File: src/rtl/flopr_pkg.sv
// Shared constants and helpers for the flopr_pipe pipeline register family.
package flopr_pkg;

  localparam int DEFAULT_N  = 64;
  localparam int MAX_STAGES = 8;

  // Width of an occupancy counter that must count 0..stages inclusive
  function automatic int occ_width(input int stages);
    return $clog2(stages + 1);
  endfunction

endpackage

File: src/rtl/flopr_en_clr.sv
// Single register with synchronous reset, synchronous clear and load enable.
// Reset and clear both force zero; clear wins over enable.
module flopr_en_clr #(
  parameter int W = 65
) (
  input  logic         clk,
  input  logic         reset,
  input  logic         clr,
  input  logic         en,
  input  logic [W-1:0] d,
  output logic [W-1:0] q
);

  // Zero on reset/clear, otherwise load when enabled and hold when stalled
  always_ff @(posedge clk) begin
    if (reset || clr) begin
      q <= '0;
    end else if (en) begin
      q <= d;
    end
  end

endmodule

File: src/rtl/flopr_pipe.sv
// Multi-stage pipeline register with per-stage valid bits, stall (en) and
// flush. Each stage stores {valid, data}; an empty stage always holds zero
// data, so q reads 0 whenever valid_out is low.
// Optional build macro FLOPR_PIPE_OCC_EN adds an 'occ' output counting the
// number of valid stages.
module flopr_pipe
  import flopr_pkg::*;
#(
  parameter int N      = DEFAULT_N,
  parameter int STAGES = 1
) (
  input  logic                           clk,
  input  logic                           reset,
  input  logic                           en,
  input  logic                           flush,
  input  logic                           valid_in,
  input  logic [N-1:0]                   d,
  output logic                           valid_out,
`ifdef FLOPR_PIPE_OCC_EN
  output logic [N-1:0]                   q,
  output logic [occ_width(STAGES)-1:0]   occ
`else
  output logic [N-1:0]                   q
`endif
);

  // Reject unsupported configurations at elaboration time
  generate
    if (STAGES < 1 || STAGES > MAX_STAGES) begin : g_bad_stages
      $error("flopr_pipe: STAGES must be in 1..%0d", MAX_STAGES);
    end
    if (N < 1 || N > 128) begin : g_bad_width
      $error("flopr_pipe: N must be in 1..128");
    end
  endgenerate

  // Per-stage {valid, data} buses; stage 0 is the input end
  logic [N:0] stage_d [STAGES];
  logic [N:0] stage_q [STAGES];

  genvar gi;
  generate
    for (gi = 0; gi < STAGES; gi++) begin : g_stage
      if (gi == 0) begin : g_head
        // Bubbles enter with zero data so empty slots never leak stale values
        assign stage_d[gi] = {valid_in, (valid_in ? d : {N{1'b0}})};
      end else begin : g_body
        assign stage_d[gi] = stage_q[gi-1];
      end

      flopr_en_clr #(
        .W(N + 1)
      ) u_reg (
        .clk  (clk),
        .reset(reset),
        .clr  (flush),
        .en   (en),
        .d    (stage_d[gi]),
        .q    (stage_q[gi])
      );
    end
  endgenerate

  assign valid_out = stage_q[STAGES-1][N];
  assign q         = stage_q[STAGES-1][N-1:0];

`ifdef FLOPR_PIPE_OCC_EN
  localparam int OW = occ_width(STAGES);

  // Track valid-stage count: one enters with valid_in, one leaves with valid_out
  always_ff @(posedge clk) begin
    if (reset || flush) begin
      occ <= '0;
    end else if (en) begin
      occ <= occ + OW'(valid_in) - OW'(valid_out);
    end
  end
`endif

endmodule
File: config.mk
export PLATFORM = sky130hd
export DESIGN_NAME = flopr_pipe
export DESIGN_NICKNAME = d
export VERILOG_FILES = /design/src/rtl/flopr_pkg.sv /design/src/rtl/flopr_en_clr.sv /design/src/rtl/flopr_pipe.sv
export SDC_FILE = /design/constraint.sdc
export NUM_CORES = 1
export LEC_CHECK = 0
export BUFFER_PORTS_ARGS = -buffer_cell sky130_fd_sc_hd__buf_2
export CAP_MARGIN = 20
export CORE_MARGIN = 8
export CORE_UTILIZATION = 40
export CTS_BUF_LIST = sky130_fd_sc_hd__clkbuf_8
export DETAILED_ROUTE_END_ITERATION = 16
export PLACE_DENSITY = 0.68
export SLEW_MARGIN = 30
export SYNTH_ARGS = -nofsm -noshare
export SYNTH_HDL_FRONTEND = slang
export SYNTH_SLANG_ARGS = --single-unit
File: constraint.sdc
create_clock -name clk -period 1 [get_ports clk]
set_clock_uncertainty 0.15 [all_clocks]
set_input_delay 0.05 -clock clk [delete_from_list [all_inputs] [get_ports clk]]
set_output_delay 0.05 -clock clk [all_outputs]
set_load 0.01 [all_outputs]
==> summary.txt <==
Global route
  – Total track usage: 0.171
  – Vias in the first global route: 2780
  – Largest net degree at the start of global routing: 51
  – Initial antenna violation count: 2
  – Global route overflow: 0
  – Wire length of the first global-routing pass: 13700 um

Finish
  – Largest registers: g_stage.u_reg.q: 65 flops
  – Nets@finish: 553
  – Area grow syn2layout: 75.6%
  – Share of layout cells above drive strength 1: 0.574
  – Seq. cell area: 1380 sq um
  – Multi-input gate area: 1250 sq um
  – Max reg flops: 65
  – Top reg by flops: g_stage.u_reg.q
  – # fillers: 512

Synth
  – Gate count of the mapped netlist: 288
  – Mapped Area: 2740 sq um
  – Sequential fraction of the synthesis area: 0.476
  – Synth top cells by count: 65 x dfxtp_1, 64 x nand2b_1, 64 x nand3_1
  – Yosys warns: 0
  – Synthesized net count: 357
  – Area share of the largest cell type after synthesis: 0.476
  – Synth unique cells: 12
  – Async set-or-reset flop fraction in the synthesized netlist: 0
  – Predominant post-synthesis flop cell: dfxtp_1
  – Count leader, synth: dfxtp_1
  – Top post-synthesis cells by area: dfxtp_1 48%, a21oi_2 16%, nand2b_1 15%, nand3_1 12%, a21oi_1 2.6%
  – Synthesis-stage register bit count: 65
  – Avg Inst Size Synth: 9.50 sq um
  – Post-synth EDFFs: 0
  – Post-synth top area cell: dfxtp_1

STA
  – Final Cycle Share: 0.984
  – Final worst setup slack: 0.0160 ns
  – Fin Hold WS: 0.0561 ns
  – Final Hold Fails: 0
  – Crit path time final: 0.984 ns
  – RSZ-0062 raised after global routing: true
  – Actual slew at the worst max-slew pin: 0.239 ns
  – Max-slew headroom: 0.841
  – Final setup vio count: 0
  – Maximum clock frequency: 1020 MHz
  – Fin. max-slew vios: 0

Worst setup path
  – Max incr delay on CP: 0.35 ns
  – Reg-to-reg startpoint: g_stage[0].u_reg.q[47]
  – CP delay by family, top: flip-flops
  – CP max-delay cell: dfxtp_2
  – Capture point of the critical path: q[58]
  – Reg-to-Reg End: g_stage[0].u_reg.q[47]
  – Critical-path cell list: buf_6
  – CP max FO: 2
  – WP depth: 1
  – Worst R2R Setup Slack: 0.13 ns
  – Crit. Startpoint: g_stage[0].u_reg.q[58]
  – Crit path launch type: flop
  – Critical path arrival: 0.78 ns
  – Worst path required time: 0.80 ns
  – CP Capture Type: primary output
  – Buf/Inv on CP: 1
  – Critical path class: flop to primary output
  – Depth of the worst register-to-register path: 3

Clock network
  – Root Driver: clkbuf_8
  – Clk slew on worst S/H paths: 0.07 ns
  – Worst-skew pair later-pin latency: 0.32 ns
  – H-tree Lvls: 3
  – CTS tree: yes
  – Clock Path Buffers: 2
  – Number of buffers created by CTS: 9
  – TritonCTS Sinks: 65

Power
  – Switching power: 0.00141 W
  – Sequential share of power: 0.472
  – PwrDens: 1190 nW/um^2
  – VDD IR max: 754 uV
  – Leak Pwr: 1.90 nW
  – Clk pwr share: 0.373
  – Net switching fraction of the power: 0.248
  – Combinational Power Share: 0.155
  – Internal power: 0.00428 W

Placement
  – Final GP Congestion: 0.707
  – Port bufs: 133
  – DPL Wire Length: 4980 um
  – Setup Slack @ Placement: 0.0360 ns

Floorplan
  – Core area: 6720 sq um
  – Die Wd: 98.7 um
  – Io pins: 134
  – Die Ht: 98.7 um
  – Row count: 30
  – Die ar.: 9740 sq um
  – Initial Util: 0.407

Detailed routing
  – Post-route DRC: 0
  – Total wire length: 9050 um
  – Wirelength per Cell: 15.9 um
  – Starting DRT DRC Count: 69
  – Antenna-violating nets left: 0
  – Via-to-Cell Ratio: 4.87
  – Total number of vias: 2777
  – Iteration count of the initial detailed-routing pass: 4

Outcome
  – Outcome: completed

Flow run
  – Number of max-cap violations: 0

Min path
  – Min-delay worst type: primary input to flop
==> through the flow <==
stage	power, W	cell area [sq um]	utilization	cells	setup TNS, ns
6_report	0.00570	4810	0.715	570	0
3_3_place_gp	0.00333	3460	0.515	480	0
3_5_place_dp	0.00334	3460	0.515	480	0
2_1_floorplan	0.00308	2740	-	288	0
5_1_grt	0.00593	4810	0.715	570	-0.158
4_1_cts	0.00567	4480	0.666	559	0
==> per-layer routing <==
metal	vias up	wire, um	share of wire	GRT usage
li1	1364	-	-	-
met1	1317	3600	0.40	0.194
met2	80	4810	0.53	0.287
met3	16	437	0.048	0.0507
met4	0	197	0.022	0.0838
met5	-	0	0	0
==> layout by cell type, fill, tap and decap left out <==
| master | instances |
|---|---|
| dfxtp_2 | 65 |
| clkbuf_8 | 9 |
| nor2_1 | 1 |
| bufinv_16 | 1 |
| a21oi_1 | 14 |
| nand2b_1 | 64 |
| mux2i_1 | 1 |
| diode_2 | 2 |
| buf_2 | 74 |
| clkinvlp_4 | 2 |
| dlygate4sd3_1 | 64 |
| clkinv_2 | 3 |
| buf_4 | 9 |
| or2_4 | 1 |
| buf_12 | 7 |
| nand3_1 | 64 |
| buf_6 | 59 |
| a21oi_2 | 50 |
==> cell families after synthesis <==
| group | count (synthesis) | share of synthesized area |
|---|---|---|
| AO/OA/AOI/OAI | 64 | 0.186 |
| buffers and inverters | 28 | 0.0681 |
| flip-flops | 65 | 0.476 |
| multiplexers | 1 | 0.00366 |
| AND/OR/NAND/NOR | 130 | 0.267 |
==> power by group through the flow <==
stage	combinational, W	clock, W	sequential, W
floorplan	0.000334	0	0.00275
global placement	0.000605	0	0.00273
detailed placement	0.000611	0	0.00273
CTS	0.000826	0.00217	0.00268
global route	0.000954	0.00228	0.00269
finish	0.000884	0.00212	0.00269
==> layout make-up <==
type / count / share of cell area
Multi-Input combinational cell: 195 / 0.260
Clock buffer: 9 / 0.0258
Antenna cell: 2 / 0.00104
Clock inverter: 6 / 0.0125
Timing Repair Buffer: 213 / 0.392
Sequential cell: 65 / 0.288
Tap cell: 80 / 0.0208
==> repair_timing <==
| action | in CTS | in global routing |
|---|---|---|
| buffers inserted | 0 | 9 |
| setup endpoints to repair | 56 | 53 |
| gates resized for setup | 76 | 52 |
| hold endpoints to repair | 64 | 0 |
| hold buffers | 64 | 0 |
==> worst min path at each step <==
| stage | slack [ns] | from | endpoint | cells after the start |
|---|---|---|---|---|
| after floorplan | 0.06 | d[0] | g_stage[0].u_reg.q[0] | 2 |
| after global placement | 0.17 | d[57] | g_stage[0].u_reg.q[57] | 3 |
| after detailed placement | 0.18 | d[61] | g_stage[0].u_reg.q[61] | 3 |
| after CTS | 0.04 | valid_in | g_stage[0].u_reg.q[61] | 4 |
| after global routing | 0.07 | valid_in | g_stage[0].u_reg.q[21] | 4 |
| final | 0.06 | valid_in | g_stage[0].u_reg.q[61] | 4 |
Power figures use the tool's default switching activity.
